File: config.mk
export PLATFORM = sky130hd
export DESIGN_NAME = alu_selftest
export DESIGN_NICKNAME = d
export VERILOG_FILES = /design/src/rtl/alu_selftest.sv
export SDC_FILE = /design/constraint.sdc
export NUM_CORES = 1
export LEC_CHECK = 0
export CORE_UTILIZATION = 47
export DETAILED_ROUTE_END_ITERATION = 10
export GPL_TIMING_DRIVEN = 0
export PLACE_DENSITY = 0.82
export SETUP_SLACK_MARGIN = 0.02
export SLEW_MARGIN = 40
export SYNTH_ARGS = -nofsm -noshare
export SYNTH_HDL_FRONTEND = slang
export SYNTH_SLANG_ARGS = --single-unit
File: constraint.sdc
create_clock -name clk -period 2 [get_ports clk]
set_input_delay 0.5 -clock clk [delete_from_list [all_inputs] [get_ports clk]]
set_output_delay 0.5 -clock clk [all_outputs]
set_load 0.05 [all_outputs]
File: src/rtl/alu_selftest.sv
// Built-in self-test sequencer for a 1-bit, 4-function ALU.
// Sweeps all 16 {ALUCtrl,A,B} vectors, checks Res against golden, reports.
//
// Ports:
//   clk, rst          clock, synchronous active-high reset
//   start             request one full sweep (honoured in IDLE/DONE only)
//   t1, t2, t3        registered ALU operand A, operand B, ALUCtrl
//   p1                ALU result Res returned from the device under test
//   busy              high while a sweep is in progress
//   done, pass        sweep finished / finished with zero mismatches
//   err_cnt           number of mismatching vectors (0..16)
//   fail_vec          per-vector mismatch flags, bit i = vector i
module alu_selftest #(
    parameter int SETTLE_CYC = 2
) (
    input  logic        clk,
    input  logic        rst,
    input  logic        start,
    output logic        t1,
    output logic        t2,
    output logic [1:0]  t3,
    input  logic        p1,
    output logic        busy,
    output logic        done,
    output logic        pass,
    output logic [4:0]  err_cnt,
    output logic [15:0] fail_vec
);

    typedef enum logic [1:0] {
        IDLE,
        SETTLE,
        SAMPLE,
        DONE
    } state_t;

    localparam logic [3:0] LAST_SETTLE = 4'(SETTLE_CYC - 1);

    state_t     state;
    logic [3:0] idx;
    logic [3:0] scnt;
    logic       golden;
    logic       miss;

    // Golden result for the vector currently being applied.
    always_comb begin
        golden = 1'b0;
        unique case (1'b1)
            idx[3:2] == 2'b00: golden = idx[1] & idx[0];
            idx[3:2] == 2'b01: golden = idx[1] | idx[0];
            idx[3:2] == 2'b10: golden = idx[1] ^ idx[0];
            idx[3:2] == 2'b11: golden = ~(idx[1] | idx[0]);
        endcase
    end

    assign miss = (p1 != golden);

    always_ff @(posedge clk) begin
        if (rst) begin
            state    <= IDLE;
            idx      <= 4'd0;
            scnt     <= 4'd0;
            t1       <= 1'b0;
            t2       <= 1'b0;
            t3       <= 2'b00;
            busy     <= 1'b0;
            done     <= 1'b0;
            pass     <= 1'b0;
            err_cnt  <= 5'd0;
            fail_vec <= 16'h0000;
        end else begin
            unique case (state)
                IDLE, DONE: begin
                    if (start) begin
                        state         <= SETTLE;
                        idx           <= 4'd0;
                        scnt          <= 4'd0;
                        {t3, t1, t2}  <= 4'd0;
                        busy          <= 1'b1;
                        done          <= 1'b0;
                        pass          <= 1'b0;
                        err_cnt       <= 5'd0;
                        fail_vec      <= 16'h0000;
                    end
                end
                SETTLE: begin
                    if (scnt == LAST_SETTLE) begin
                        state <= SAMPLE;
                        scnt  <= 4'd0;
                    end else begin
                        scnt <= scnt + 4'd1;
                    end
                end
                SAMPLE: begin
                    if (miss) begin
                        fail_vec[idx] <= 1'b1;
                        if (err_cnt != 5'd31) begin
                            err_cnt <= err_cnt + 5'd1;
                        end
                    end
                    if (idx == 4'd15) begin
                        // Operands stay on the last vector while in DONE.
                        state <= DONE;
                        busy  <= 1'b0;
                        done  <= 1'b1;
                        pass  <= (err_cnt == 5'd0) && !miss;
                    end else begin
                        state        <= SETTLE;
                        idx          <= idx + 4'd1;
                        {t3, t1, t2} <= idx + 4'd1;
                    end
                end
            endcase
        end
    end

endmodule

==> implementation parameters <==
Parameter                              Value

Run status
  Status    finished, final reports clean

Min path
  Instance count along the most critical hold path    2
  Worst hold path endpoint    fail_vec[11]
  Type of the most critical hold path    reg -> reg
  HP Start    fail_vec[11]

Synthesis
  Unique masters post-synth    43
  Mean area per synthesized cell    about 8.5 µm²
  Ys Warns    0
  Syn Nets    236
  Combined area of all synthesized cells    roughly 1900 µm²
  Seq/Total Area, Yosys    36.3%
  Top area cells in the synthesized netlist    dfxtp_1 36%, ha_1 8.0%, o21ai_0 5.9%, nand3_1 5.1%, nand2_1 4.4%
  Synthesized instance count    220
  Share of the synthesized area in the top cell type    36.3%
  Most area-hungry cell type in the Yosys netlist    dfxtp_1
  Total of flip-flops plus latches after synthesis    34

GRT
  First-pass GRT wire length    7.22 mm
  Most used routing layer in global routing    met2
  Met1 Track Usage GR    between 20% and 30%
  M2 GR Usage    a little under two fifths
  M3 GR Usage    5.21%
  Initial antenna violation count    0
  Largest net degree at the start of global routing    11
  Number of global-route vias before repair    roughly 1600
  Aggregate global-route resource usage    between 20% and 30%
  Total overflow reported by the global router    0

STA
  Minimum period implied by the final worst setup slack    between 1500 and 2000 ps
  Setup repair after global routing missed its margin    yes
  Worst Tran Pin Value    501 ps
  Number of failing setup endpoints in the final timing report    0
  Pins Over Slew Limit    0
  Achievable clock frequency    518 MHz
  Final clock skew    7.50 ps
  Final clock period utilization by the worst path    ~97%
  Hold violation total from the final report    0
  Max-slew headroom at the worst pin    66.5%
  Final worst setup slack    approximately 68 ps

Floorplanning
  Total die area    ~4200 µm²
  Core region area    approximately 3700 µm²
  X dimension of the die    ~65 µm
  Die outline height    65.1 µm
  Starting Density    50.0%
  Number of placement rows    22
  Top Ports    32

Final layout
  Post-synthesis to final-layout area growth    33.9%
  Share of post-route cells with drive strength above 1    a little under a fifth
  Non-Filler Instances    311
  Post-Layout Inst Area    approximately 2500 µm²
  Utilization of the core after routing    between 60% and 70%
  Antenna diode count    0
  Final net count    ~280

Pwr
  Pwr per Cell Area    ~790 nW/µm²
  P_leak    a little over 1 nW
  Post-layout power    between 1.5 and 2 mW
  Worst IR drop on VDD    about 0.00057 V

Route
  DR WL/cell    13.6 µm
  Post-detailed-routing wire length    between 4 and 5 mm
  Via count    1728
  Detailed-route vias per instance    about 5.6
  Number of detailed-route iterations in the first pass    4
  Number of design-rule violations left by the first detailed-router iteration    ~110
  Post-detailed-route DRC marker count    0
  Antenna Violating Nets Remaining    0

Critical path
  Nature of the critical path endpoint    output port
  RR Startpoint    err_cnt[0]
  Critical Path, Cell by Cell    clkdlybuf4s50_1
  Setup CP Type    reg -> out
  Maximum cell stage delay along the critical path    about 800 ps
  Startpoint kind of the worst setup timing path    flop
  Slowest cell on the critical path    clkdlybuf4s50_1
  Family of cells with the greatest summed delay on the critical path    buffers and inverters
  Arrival time at the worst endpoint    1430 ps
  Reg2Reg Setup Slack    roughly 100 ps
  Endpoint of the worst register-to-register path    err_cnt[4]
  Data required time of the critical path    roughly 1500 ps
  Largest fanout of any net on the critical path    2
  FF-to-FF path depth    7
  Count of buffer and inverter cells on the critical path    1

Clock network
  Number of H-tree levels    2
  Clock latency on the worst-skew pair    between 200 and 300 ps
  Clock buffers created by TritonCTS    5
  TritonCTS clock tree    yes
  Clock sinks    34
  Clock tree root buffer cell    clkbuf_8
  Hold buffers post-CTS    0
  Register clock-pin slew on the reported worst setup and hold paths    approximately 70 ps
  CTS Buffer Depth    2

Place
  Placed wire-length estimate after detailed placement    2.91 mm
  Cell Count Post-Placement    299
  Buffers on Ports    31
  Post-Place Worst Slack    -344 ps
  Routability-driven placement congestion ratio    about 0.89
  Instance area after placement    about 2300 µm²

Run
  Max-Cap Viols    0
[cell usage after synthesis (all sizes together)]
| cell type | number |
|---|---|
| a32oi | 1 |
| and3 | 4 |
| nor3 | 8 |
| inv | 10 |
| ha | 12 |
| or4 | 1 |
| xnor2 | 5 |
| nor3b | 2 |
| nor4 | 2 |
| clkbuf | 4 |
| nand2 | 22 |
| nand2b | 2 |
| nor2 | 11 |
| mux2i | 7 |
| and2b | 1 |
| nand3b | 3 |
| a311oi | 1 |
| o21ba | 1 |
| o211ai | 3 |
| dfxtp | 34 |
| mux2 | 2 |
| xor2 | 1 |
| a32o | 1 |
| a31oi | 5 |
| or3b | 2 |
| o2111ai | 2 |
| or3 | 1 |
| nor2b | 7 |
| nor4b | 3 |
| o21ai | 22 |
| nand3 | 19 |
| and4 | 1 |
| a22oi | 1 |
| nand4 | 6 |
| a21oi | 6 |
| buf | 7 |
[layout make-up]
type | count | area, µm²
buffer | 10 | 67.6
clock buffer | 7 | 86.3
clock inverter | 1 | 5.00
fill | 322 | 1230
inverter | 10 | 37.5
multi-input combinational | 165 | 1200
sequential | 34 | 698
tap | 48 | 60.1
timing repair buffer | 36 | 350
[through the flow]
step	hold WS (ps)	TNS, ps
floorplan	457	0
global placement	437	-5260
detailed placement	442	-6190
CTS	458	0
global route	478	-8.51
finish	452	0
[flip-flops by register name (all words and copies together), names as in the netlist]
register and flops:
fail_vec 16, err_cnt 5, state 2, scnt 4, idx 2, done 1
busy 1, pass 1, t3 2
[kinds of logic (layout without fill, tap and decap cells)]
| family | Yosys count | in the layout | synth area share (%) |
|---|---|---|---|
| AO/OA/AOI/OAI | 43 | 43 | 13.7 |
| adder cells (fa/ha/maj) | 12 | 12 | 8.02 |
| multiplexers | 9 | 9 | 5.34 |
| flip-flops | 34 | 34 | 36.3 |
| AND/OR/NAND/NOR | 95 | 95 | 27.9 |
| buffers and inverters | 21 | 64 | 5.48 |
| XOR/XNOR | 6 | 6 | 3.21 |
[report_power, final]
group	total (mW)	switching (mW)	internal, mW
clock	0.525	0.247	0.278
sequential	0.754	0.0405	0.713
combinational	0.706	0.443	0.263
total	1.98	0.731	1.25
[how the worst max path moves through the flow]
stage / start / end / depth (start not counted)
finish: fail_vec[0] / fail_vec[0] / 1
global route: err_cnt[0] / err_cnt[4] / 7
CTS: state[0] / t3[1] / 7
detailed placement: start / t3[1] / 6
global placement: start / t3[1] / 6
floorplan: t3[1] / err_cnt[2] / 4
[repair_timing]
| action | 4_1_cts | 5_1_grt |
|---|---|---|
| buffers inserted | 0 | 5 |
| setup endpoints to repair | 28 | 28 |
| pin swaps | 0 | 6 |
| gates resized for setup | 12 | 19 |
[metal layers]
| layer | vias up | part of all wire (%) |
|---|---|---|
| met5 | - | 0 |
| met4 | 0 | 1.0 |
| met3 | 5 | 6.1 |
| met2 | 66 | 48 |
| met1 | 781 | 45 |
| li1 | 876 | - |
[placed cells by master, fill, tap and decap left out, types with 3 or more instances in the layout]
cell type / count
nor3_1: 5
dlymetal6s2s_1: 5
and3_1: 3
o211ai_1: 3
nand2_1: 22
a21oi_1: 6
nand3_1: 19
mux2i_1: 5
buf_4: 7
ha_1: 9
a31oi_1: 4
dlygate4sd2_1: 8
clkbuf_8: 6
inv_1: 8
dfxtp_1: 28
nand3b_1: 3
o21ai_0: 21
ha_4: 3
clkdlybuf4s50_1: 18
dfxtp_4: 4
nor2b_1: 6
xnor2_1: 3
nand4_1: 6
nor2_1: 11
clkbuf_1: 3
Note: power is estimated with default switching activity, not from simulation.
==> edit, RTL diff (same flow settings) <==
The 4 states of `state_t` get a Gray code encoding in 2 bits.
--- a/src/rtl/alu_selftest.sv
+++ b/src/rtl/alu_selftest.sv
@@ -28,10 +28,10 @@
 );
 
     typedef enum logic [1:0] {
-        IDLE,
-        SETTLE,
-        SAMPLE,
-        DONE
+        IDLE   = 2'b00,
+        SETTLE = 2'b01,
+        SAMPLE = 2'b11,
+        DONE   = 2'b10
     } state_t;
 
     localparam logic [3:0] LAST_SETTLE = 4'(SETTLE_CYC - 1);
Formal check against the unedited RTL: same outputs for any inputs over 10 cycles, from zero or initial values and one cycle with rst high; not proved beyond that.
==> edit against the unedited design <==
  * Sequential cell count unchanged
  * Worst setup slack better by 0.022 ns
  * Area after synthesis down 11%
  * Design area down 16%
  * Clock skew down 0.0034 ns
  * Wire length down 13%
Power is not compared: it rests on default switching activity, and its combinational part moved more than twofold at a synthesized area within 25%.
==> edit: results <==
# TYPE chip_impl_metric gauge
chip_impl_info{name="outcome",value="completed"} 1
chip_impl_metric{name="max_stage_delay",unit="ns"} 0.38
chip_impl_metric{name="grt_pass1_wl",unit="um"} 5590
chip_impl_metric{name="place_congestion",unit=""} 0.828
chip_impl_metric{name="clkTransAtPathRegs",unit="ns"} 0.10
chip_impl_metric{name="vias_per_cell",unit=""} 5.43
chip_impl_info{name="synth_top_cells_by_count",value="sky130_fd_sc_hd__dfxtp_1, sky130_fd_sc_hd__nor2_1, sky130_fd_sc_hd__a32o_1"} 1
chip_impl_metric{name="fraction_of_met3_tracks_used_by_global_routing",unit="%"} 4.41
chip_impl_metric{name="initialDrtViolationCount",unit=""} 75
chip_impl_metric{name="post_synth_inst_count",unit=""} 181
chip_impl_metric{name="num-nets-final",unit=""} 231
chip_impl_metric{name="clock_insertion_delay_worst_skew",unit="ns"} 0.33
chip_impl_metric{name="total_number_of_multi_input_combinational_cells",unit=""} 126
chip_impl_metric{name="final.setup_skew",unit="ns"} 0.00409
chip_impl_metric{name="grtUsageTotal",unit="%"} 20.7
chip_impl_metric{name="final.signal_buffer_count",unit=""} 41
chip_impl_metric{name="floorplan.die_area",unit="um^2"} 3780
chip_impl_metric{name="bufAreaShareNonClock",unit="%"} 15.6
chip_impl_metric{name="dp.final_hpwl",unit="um"} 2590
chip_impl_metric{name="final.fill_count",unit=""} 330
chip_impl_metric{name="fraction_of_standard_cell_area_in_multi_input_logic",unit="%"} 43.7
chip_impl_metric{name="cp_data_arrival_time",unit="ns"} 2.14
chip_impl_metric{name="post_route_cells_drive_above_1_share",unit="%"} 10.5
chip_impl_info{name="cp_slowest_cell",value="sky130_fd_sc_hd__dfxtp_4"} 1
chip_impl_metric{name="postPlaceCellArea",unit="um^2"} 2020
chip_impl_metric{name="max_slew.worst_pin.slew",unit="ns"} 0.611
chip_impl_info{name="critical-path-top-delay-family",value="flip-flops"} 1
==> edit: worst paths after layout <==
kind                                  start           to  slack [ns]  cells past startpoint
worst max-delay path                 idx[1]  fail_vec[8]        0.09                      7
worst min-delay path            fail_vec[0]  fail_vec[0]        0.45                      2
worst max register to register       idx[1]  fail_vec[8]        0.09                      7
worst min register to register  fail_vec[0]  fail_vec[0]        0.45                      2
==> edit: stage by stage <==
step           hold WS [ns]  setup WS, ns
3_5_place_dp          0.438        -0.358
5_1_grt               0.477        0.0154
3_3_place_gp          0.434        -0.291
4_1_cts               0.452        0.0204
2_1_floorplan         0.480        0.0522
6_report              0.445        0.0900
==> edit: power by group through the flow <==
stage                     clock (uW)  combinational, uW  sequential (uW)
after global placement             0                122              707
after global routing             519                142              694
after CTS                        494                125              692
after floorplan                    0               81.2              719
after detailed placement           0                124              708
final                            483                130              692
==> edit: what timing repair did <==
| action | in CTS | in global routing |
|---|---|---|
| pin swaps | 0 | 0 |
| hold buffers | 0 | 0 |
| setup buffers | 1 | 0 |
| gates resized for setup | 27 | 9 |
| setup endpoints to repair | 40 | 17 |
==> edit: kinds of logic after synthesis <==
kind of cell             after synthesis  synth area share, %
AND/OR/NAND/NOR                       70                 22.2
AO/OA/AOI/OAI                         36                 17.0
flip-flops                            34                 41.0
buffers and inverters                 21                 5.50
adder cells (fa/ha/maj)                9                 6.78
XOR/XNOR                               6                 3.99
multiplexers                           5                 3.54
==> edit: worst min-delay path, cell delays in order, from the launching register on <==
cell                      delay (ns)
sky130_fd_sc_hd__dfxtp_1        0.32
sky130_fd_sc_hd__inv_1          0.04
sky130_fd_sc_hd__a21oi_1        0.05
==> edit: metal layers <==
layer	vias up	part of all wire, %
li1	723	-
met1	681	46
met2	32	49
met3	4	3.3
met4	0	0.87
met5	-	0
